File: config.mk
export PLATFORM = sky130hd
export DESIGN_NAME = pipe_barrel_shifter
export DESIGN_NICKNAME = d
export VERILOG_FILES = /design/src/rtl/pipe_barrel_shifter_pkg.sv /design/src/rtl/pipe_barrel_shifter_bs_stage.sv /design/src/rtl/pipe_barrel_shifter.sv
export SDC_FILE = /design/constraint.sdc
export NUM_CORES = 1
export LEC_CHECK = 0
export ABC_CLOCK_PERIOD_IN_PS = 2540
export BUFFER_PORTS_ARGS = -buffer_cell sky130_fd_sc_hd__buf_2
export CAP_MARGIN = 40
export CORE_MARGIN = 1
export CORE_UTILIZATION = 24
export CTS_BUF_LIST = sky130_fd_sc_hd__clkbuf_8
export CTS_CLUSTER_SIZE = 28
export DETAILED_ROUTE_END_ITERATION = 16
export MAX_ROUTING_LAYER = met4
export SYNTH_ARGS = -nofsm -noshare
export SYNTH_HDL_FRONTEND = slang
export SYNTH_SLANG_ARGS = --single-unit
File: constraint.sdc
create_clock -name CLK -period 2.54 [get_ports CLK]
set_input_delay 0.508 -clock CLK [delete_from_list [all_inputs] [get_ports CLK]]
set_output_delay 0.508 -clock CLK [all_outputs]
set_load 0.005 [all_outputs]
File: src/rtl/pipe_barrel_shifter_pkg.sv
// Shared widths and operation codes for the pipelined barrel shifter.
package pipe_barrel_shifter_pkg;

    localparam int unsigned BS_IWIDTH = 32;
    localparam int unsigned BS_SWIDTH = $clog2(BS_IWIDTH);

    typedef enum logic [1:0] {
        BS_SRL = 2'b00,
        BS_SRA = 2'b01,
        BS_SLL = 2'b10,
        BS_ROR = 2'b11
    } bs_mode_e;

endpackage

File: src/rtl/pipe_barrel_shifter_bs_stage.sv
// One barrel-shifter step (fixed SHIFT, gated by one amount bit) plus its register slice.
module bs_stage
    import pipe_barrel_shifter_pkg::*;
#(
    parameter int unsigned IWIDTH = BS_IWIDTH,
    parameter int unsigned SWIDTH = $clog2(IWIDTH),
    parameter int unsigned SHIFT  = 1
) (
    input  logic              CLK,
    input  logic              RST_N,
    input  logic              load,
    input  logic              in_valid,
    input  bs_mode_e          in_mode,
    input  logic [SWIDTH-1:0] in_amt,
    input  logic [IWIDTH-1:0] in_data,
    output logic              out_valid,
    output bs_mode_e          out_mode,
    output logic [SWIDTH-1:0] out_amt,
    output logic [IWIDTH-1:0] out_data
);

    localparam int unsigned AMT_BIT = $clog2(SHIFT);

    logic [IWIDTH-1:0] shifted;

    always_comb begin
        shifted = in_data;
        if (in_amt[AMT_BIT]) begin
            case (in_mode)
                BS_SRL:  shifted = in_data >> SHIFT;
                BS_SRA:  shifted = $signed(in_data) >>> SHIFT;
                BS_SLL:  shifted = in_data << SHIFT;
                BS_ROR:  shifted = (in_data >> SHIFT) | (in_data << (IWIDTH - SHIFT));
                default: shifted = in_data;
            endcase
        end
    end

    always_ff @(posedge CLK or negedge RST_N) begin
        if (!RST_N) begin
            out_valid <= 1'b0;
            out_mode  <= BS_SRL;
            out_amt   <= '0;
            out_data  <= '0;
        end else if (load) begin
            out_valid <= in_valid;
            out_mode  <= in_mode;
            out_amt   <= in_amt;
            out_data  <= shifted;
        end
    end

endmodule

File: src/rtl/pipe_barrel_shifter.sv
// Pipelined SRL/SRA/SLL/ROR barrel shifter, one stage per shift-amount bit, MSB first,
// with bubble-collapsing valid/ready flow control.
module pipe_barrel_shifter
    import pipe_barrel_shifter_pkg::*;
#(
    parameter int unsigned IWIDTH = BS_IWIDTH,
    parameter int unsigned SWIDTH = $clog2(IWIDTH)
) (
    input  logic              CLK,
    input  logic              RST_N,
    input  logic              IN_VALID,
    output logic              IN_READY,
    input  logic [1:0]        MODE,
    input  logic [SWIDTH-1:0] BS_AMT,
    input  logic [IWIDTH-1:0] D_IN,
    output logic              OUT_VALID,
    input  logic              OUT_READY,
    output logic [IWIDTH-1:0] D_OUT,
    output logic              BUSY
);

    // Index 0 is the input port; index k+1 is the register of stage k.
    logic              s_valid [SWIDTH+1];
    bs_mode_e          s_mode  [SWIDTH+1];
    logic [SWIDTH-1:0] s_amt   [SWIDTH+1];
    logic [IWIDTH-1:0] s_data  [SWIDTH+1];
    logic [SWIDTH:0]   load;

    assign s_valid[0] = IN_VALID;
    assign s_mode[0]  = bs_mode_e'(MODE);
    assign s_amt[0]   = BS_AMT;
    assign s_data[0]  = D_IN;

    // Ready chain resolved in one block, from the output back to stage 0.
    always_comb begin
        load         = '0;
        load[SWIDTH] = OUT_READY;
        for (int unsigned k = SWIDTH; k > 0; k--) begin
            load[k-1] = !s_valid[k] || load[k];
        end
    end

    for (genvar k = 0; k < SWIDTH; k++) begin : g_stage
        bs_stage #(
            .IWIDTH (IWIDTH),
            .SWIDTH (SWIDTH),
            .SHIFT  (1 << (SWIDTH - 1 - k))
        ) u_stage (
            .CLK       (CLK),
            .RST_N     (RST_N),
            .load      (load[k]),
            .in_valid  (s_valid[k]),
            .in_mode   (s_mode[k]),
            .in_amt    (s_amt[k]),
            .in_data   (s_data[k]),
            .out_valid (s_valid[k+1]),
            .out_mode  (s_mode[k+1]),
            .out_amt   (s_amt[k+1]),
            .out_data  (s_data[k+1])
        );
    end

    always_comb begin
        BUSY = 1'b0;
        for (int unsigned k = 1; k <= SWIDTH; k++) begin
            BUSY = BUSY | s_valid[k];
        end
    end

    assign IN_READY  = load[0];
    assign OUT_VALID = s_valid[SWIDTH];
    assign D_OUT     = s_data[SWIDTH];

    // Mode/amount of the final slice have no consumer downstream.
    logic unused_tail;
    assign unused_tail = ^{s_mode[SWIDTH], s_amt[SWIDTH]};

endmodule

# Word-level counts from Yosys, hierarchy flattened
# Index checks and enable logic that the tools add are counted.
[totals]
reg_bits = 183
output_inout_bits = 35
wordCells = 67
[classes]
eq_ne = 15
muxes = 10
bitwise_logic = 9
n_reduce_logical = 15
[ops]
columns = ["operator", "count"]
rows = [
  ["one-hot mux 32 bit (4 select lines)", 5],
  ["2-to-1 mux 32 bit", 5],
  ["OR 16 x 32 -> 32 bit", 1],
  ["OR 24 x 32 -> 32 bit", 1],
  ["OR 28 x 32 -> 32 bit", 1],
  ["OR 30 x 32 -> 32 bit", 1],
  ["OR 31 x 32 -> 32 bit", 1],
  ["== test 2 bit, second input constant", 10],
  ["== test 2 x 1 -> 1 bit, second input constant", 5],
  ["zero test 2 bit", 5],
  ["zero test 1 bit", 5],
  ["logical OR 1 bit", 5],
  ["OR 1 bit", 4],
]

# Depth between registers and ports, before layout
[depth]
ltp_word = 6
depth_mapped = 6

# By module
# A second synthesis with hierarchy kept.
[unflattened]
hier_cells = 1030
area_unflattened_um2 = 10651.5
[by_module_without_submodules]
columns = ["mod", "instances", "cells_per_inst", "area_per_inst_um2", "seq_area_each_um2"]
rows = [
  ["bs_stage (g_stage[1].u_stage)", 1, 211, 2215.9, 1001.0],
  ["bs_stage (g_stage[2].u_stage)", 1, 206, 2160.8, 1001.0],
  ["bs_stage (g_stage[3].u_stage)", 1, 205, 2153.3, 1001.0],
  ["bs_stage (g_stage[4].u_stage)", 1, 200, 2147.1, 1001.0],
  ["bs_stage (g_stage[0].u_stage)", 1, 198, 1925.6, 1001.0],
  ["pipe_barrel_shifter", 1, 10, 48.8, 0.0],
]

# Least setup slack after synthesis
# OpenSTA, ideal clock, no wires.
[synth_path]
path_type = "input-to-reg"
start = "input port MODE[1]"
end = "register g_stage[0].u_stage.out_data[28]"
setup_time_ns = 0.125
t_arrival_ns = 1.524
t_required_ns = 2.415
slack_ns = 0.891
stages = 5
n_path_buf = 2
cell_sequence = "buf_2 -> nand3b_1 -> clkbuf_1 -> a31oi_1 -> mux2_4"
[synth_between]
elab_chain_cells = 3
word_cells_on_any_way = 6
[synth_lines]
columns = ["item", "line", "source"]
rows = [
  ["start, declared", "pipe_barrel_shifter.sv:13", "input logic [1:0] MODE,"],
  ["== test 2 bit (tied with other cells)", "pipe_barrel_shifter_bs_stage.sv:29", "case (in_mode)"],
  ["one-hot mux 32 bit (4 select lines) *", "pipe_barrel_shifter_bs_stage.sv:29", ""],
  ["2-to-1 mux 32 bit *", "pipe_barrel_shifter_bs_stage.sv:28", "if (in_amt[AMT_BIT]) begin"],
  ["end signal, assigned", "pipe_barrel_shifter_bs_stage.sv:49", "out_data <= shifted;"],
  ["end, declared", "pipe_barrel_shifter_bs_stage.sv:19", "output logic [IWIDTH-1:0] out_data"],
]
# Mark *: on every way between the ends. The rest lies on a longest branch, timed or not.
# A chain may end at the register's enable or synchronous reset.

# Worst setup path after layout
[layout_path]
start = "register g_stage[2].u_stage.out_valid"
end = "output port IN_READY"
[layout_between]
elab_chain_cells = 4
[layout_lines]
columns = ["item", "line", "source"]
rows = [
  ["start, declared", "pipe_barrel_shifter_bs_stage.sv:16", "output logic out_valid,"],
  ["start signal, assigned", "pipe_barrel_shifter_bs_stage.sv:46", "out_valid <= in_valid;"],
  ["zero test 1 bit", "pipe_barrel_shifter.sv:39", "load[k-1] = !s_valid[k] || load[k];"],
  ["logical OR 1 bit (3 in a row)", "pipe_barrel_shifter.sv:39", ""],
  ["end, declared", "pipe_barrel_shifter.sv:12", "output logic IN_READY,"],
]
# Every way passes these cells.

==> impl_metrics.xml <==
<?xml version="1.0" encoding="UTF-8"?>
<metrics>
  <group name="clock_tree">
    <metric name="clock_buffer_count_from_cts" unit="">17</metric>
    <metric name="cts_setup_buffers" unit="">0</metric>
    <metric name="cts_hold_repair.buffers" unit="">1</metric>
    <metric name="ctsHtreeMaxLevel" unit="">4</metric>
    <metric name="tritoncts_num_sinks" unit="">183</metric>
    <metric name="clock_slew_at_reported_path_ffs" unit="ns">0.09</metric>
    <metric name="worstSkewPairLatency" unit="ns">0.48</metric>
    <metric name="tritoncts" unit="">done</metric>
    <metric name="cts_resized" unit="">0</metric>
    <metric name="clk_root_buffer_cell" unit="">clkbuf_8</metric>
    <metric name="cts_max_path_buffers" unit="">2</metric>
  </group>
  <group name="logic_synthesis">
    <metric name="mappedNetlistArea" unit="um2">10100</metric>
    <metric name="average_footprint_of_a_synthesized_cell" unit="um2">9.27</metric>
    <metric name="ys_types" unit="">34</metric>
    <metric name="synth_nets" unit="">1135</metric>
    <metric name="ys_seq_elements" unit="">183</metric>
    <metric name="ys_warn_count" unit="">0</metric>
    <metric name="synthesis.instances" unit="">1092</metric>
    <metric name="synth_sequential_area_ratio" unit="%">45.2</metric>
  </group>
  <group name="timing">
    <metric name="finalSetupViolCount" unit="">0</metric>
    <metric name="post-route-period-util" unit="%">92.1</metric>
    <metric name="setup_tns" unit="ns">0</metric>
    <metric name="final.min_clock_period" unit="ns">2.34</metric>
    <metric name="timing_max_transition_violations_final" unit="">0</metric>
    <metric name="finalHoldViolations" unit="">0</metric>
    <metric name="setup_ws" unit="ns">0.201</metric>
    <metric name="measured_slew_at_the_worst_slew_check_pin" unit="ns">0.910</metric>
    <metric name="maximum_clock_frequency" unit="MHz">427</metric>
    <metric name="rsz0062_at_grt" unit="">false</metric>
    <metric name="finalClockSkew" unit="ns">0.0126</metric>
    <metric name="worst_slew_margin_relative_to_its_limit" unit="%">39.3</metric>
  </group>
  <group name="finish">
    <metric name="layout-drive-gt1-share" unit="%">16.8</metric>
    <metric name="area_growth" unit="%">13.3</metric>
    <metric name="antennaDiodeCount" unit="">0</metric>
    <metric name="num-fill-cells" unit="">4399</metric>
    <metric name="finish.net_count" unit="">1154</metric>
    <metric name="final_cell_count_no_fill" unit="">1656</metric>
  </group>
  <group name="detailed_routing">
    <metric name="drt_pass1_iterations" unit="">5</metric>
    <metric name="routed-via-count" unit="">8365</metric>
    <metric name="detail_route.iter0.violations" unit="">632</metric>
    <metric name="count_of_unresolved_drc_violations_after_routing" unit="">0</metric>
    <metric name="post_drt_via_cell_ratio" unit="">5.05</metric>
    <metric name="postRouteWirelength" unit="um">27000</metric>
    <metric name="routedWlPerCell" unit="um">16.3</metric>
    <metric name="antenna_violating_nets_post_route" unit="">0</metric>
  </group>
  <group name="place">
    <metric name="placed_cells_incl_taps" unit="">1623</metric>
    <metric name="port-buffer-count" unit="">77</metric>
    <metric name="gpl.final_weighted_congestion" unit="">0.820</metric>
    <metric name="place_hpwl" unit="um">18900</metric>
    <metric name="post-place-ws" unit="ns">0.506</metric>
  </group>
  <group name="grt">
    <metric name="grt_use_total" unit="%">13.0</metric>
    <metric name="grt-ovfl-total" unit="">0</metric>
    <metric name="initial_antenna_violation_count" unit="">0</metric>
    <metric name="wire_length_of_the_first_global_routing_pass" unit="um">44200</metric>
    <metric name="grt_start_max_net_pins" unit="">63</metric>
    <metric name="first_global_vias" unit="">7743</metric>
  </group>
  <group name="floorplanning">
    <metric name="die_area" unit="um2">43000</metric>
    <metric name="core_region_area" unit="um2">41200</metric>
    <metric name="std_cell_rows" unit="">74</metric>
    <metric name="die-height" unit="um">207</metric>
    <metric name="floorplan.initialDensity" unit="%">24.6</metric>
    <metric name="top_level_i_o_count" unit="">78</metric>
    <metric name="chipWidth" unit="um">207</metric>
  </group>
  <group name="worst_hold_path">
    <metric name="hold_class" unit="">primary input to flop</metric>
  </group>
  <group name="critical_path">
    <metric name="crit_slowest_cell" unit="">dfrtp_1</metric>
    <metric name="startpoint_type" unit="">flop</metric>
    <metric name="crit_path_max_fanout" unit="">24</metric>
    <metric name="max_stage_delay" unit="ns">0.52</metric>
    <metric name="crit_chain" unit="">nand4b_4 &gt; nor2_8 &gt; inv_4 &gt; buf_2</metric>
    <metric name="crit_buf_inv" unit="">2</metric>
    <metric name="type_of_the_worst_setup_path" unit="">flop to output port</metric>
    <metric name="timing.critical_path.arrival" unit="ns">1.83</metric>
    <metric name="endpoint_kind" unit="">output port</metric>
    <metric name="required" unit="ns">2.03</metric>
    <metric name="crit_family" unit="">flip-flops</metric>
  </group>
  <group name="pwr">
    <metric name="power_density" unit="nW/um2">882</metric>
    <metric name="ir_drop" unit="uV">344</metric>
    <metric name="leakage" unit="nW">4.90</metric>
  </group>
  <group name="outcome">
    <metric name="status" unit="">complete, no violations</metric>
  </group>
  <group name="job">
    <metric name="drv.max_cap_violation_count" unit="">0</metric>
  </group>
</metrics>
[cells in the final DEF (no fill, tap or decap), types with 2 or more instances in the layout]
| master | n |
|---|---|
| a2bb2oi_1 | 14 |
| mux2_2 | 23 |
| clkinv_4 | 2 |
| o21ai_0 | 204 |
| clkinv_2 | 2 |
| bufinv_16 | 4 |
| o22ai_1 | 24 |
| buf_12 | 2 |
| nand3_1 | 18 |
| a221oi_1 | 14 |
| buf_4 | 31 |
| clkinvlp_4 | 3 |
| and3b_1 | 99 |
| clkbuf_8 | 18 |
| nor2_1 | 18 |
| a21oi_1 | 8 |
| nor2b_1 | 22 |
| o2bb2ai_1 | 24 |
| nor3_1 | 10 |
| a31oi_1 | 34 |
| mux2_4 | 17 |
| dfrtp_1 | 183 |
| inv_6 | 3 |
| nand2b_1 | 10 |
| nand3b_1 | 2 |
| buf_2 | 76 |
| nand2_1 | 144 |
| a211oi_1 | 98 |
| inv_1 | 5 |
[synthesized netlist by cell type (all sizes together)]
master / number / share of area (%)
a221oi: 14 / 1.2
nand2: 144 / 5.3
or2b: 1 / 0.074
and4b: 1 / 0.099
nor3: 10 / 0.49
nor2: 19 / 0.87
nor2b: 23 / 1.4
inv: 6 / 0.25
a21oi: 8 / 0.40
a2bb2oi: 14 / 1.2
a211oi: 98 / 7.3
and2: 1 / 0.062
nand2b: 10 / 0.62
a31oi: 34 / 2.1
nand3: 19 / 1.1
o2bb2ai: 24 / 2.1
buf: 24 / 1.3
and3b: 99 / 8.6
nand3b: 2 / 0.15
nand4b: 1 / 0.23
o21ai: 205 / 10
clkbuf: 88 / 3.3
mux2: 40 / 5.1
o22ai: 24 / 1.5
dfrtp: 183 / 45
[worst register-to-register path, stage by stage, from the launching register on]
cell       delay (ns)
dfrtp_1          0.95
mux2_2           0.43
a221oi_1         0.29
o2bb2ai_1        0.11
[per-layer routing]
layer	vias up	track usage, %	part of all wire [%]
li1	4074	-	-
met1	4028	19.1	51
met2	240	18.2	43
met3	23	1.98	4.3
met4	0	3.83	1.3
met5	-	-	0
[path summary, 6_finish.rpt]
check	start	endpoint	slack, ns	cells after the start
min in group asynchronous	RST_N	g_stage[0].u_stage.out_data[20]	0.45	2
worst min-delay path	IN_VALID	g_stage[0].u_stage.out_valid	0.25	2
worst max-delay path	g_stage[2].u_stage.out_valid	IN_READY	0.20	4
max in group asynchronous	RST_N	g_stage[1].u_stage.out_data[7]	1.32	3
worst min register to register	g_stage[4].u_stage.out_data[19]	g_stage[4].u_stage.out_data[19]	0.48	2
worst max register to register	g_stage[0].u_stage.out_mode[1]	g_stage[1].u_stage.out_data[25]	0.65	3
[flip-flops by register name, summed over array words and instances (netlist names)]
name / count
g_stage.u_stage.out_amt: 10
g_stage.u_stage.out_data: 160
g_stage.u_stage.out_valid: 5
g_stage.u_stage.out_mode: 8
[area by class of cell]
| class | count | area [um2] | area share, % |
|---|---|---|---|
| clock buffers | 18 | 248 | 2.16 |
| clock inverters | 14 | 196 | 1.71 |
| inverters | 6 | 25.0 | 0.218 |
| multi-input cells | 791 | 5060 | 44.1 |
| flip-flops and latches | 183 | 4580 | 39.9 |
| well taps | 532 | 666 | 5.81 |
| repair buffers | 112 | 689 | 6.01 |
[through the flow]
step           util, %  power [W]  hold WS [ns]  cell area [um2]
4_1_cts           27.8     0.0102         0.204            11500
6_report          27.8     0.0101         0.245            11500
3_3_place_gp      26.7    0.00786         0.402            11000
5_1_grt           27.8     0.0108         0.225            11500
3_5_place_dp      26.7    0.00795         0.408            11000
2_1_floorplan        -    0.00666         0.212            10100
[logic make-up after synthesis]
logic type / count (synthesis) / synth area share (%)
buffers and inverters: 118 / 4.81
AO/OA/AOI/OAI: 421 / 25.9
AND/OR/NAND/NOR: 330 / 19.0
multiplexers: 40 / 5.08
flip-flops: 183 / 45.2
[power by group]
part           internal [W]  switching [W]  total, W
Clock               0.00111        0.00113   0.00223
Sequential          0.00384        0.00113   0.00498
Combinational       0.00135        0.00154   0.00290
(Power assumes the default switching activity.)
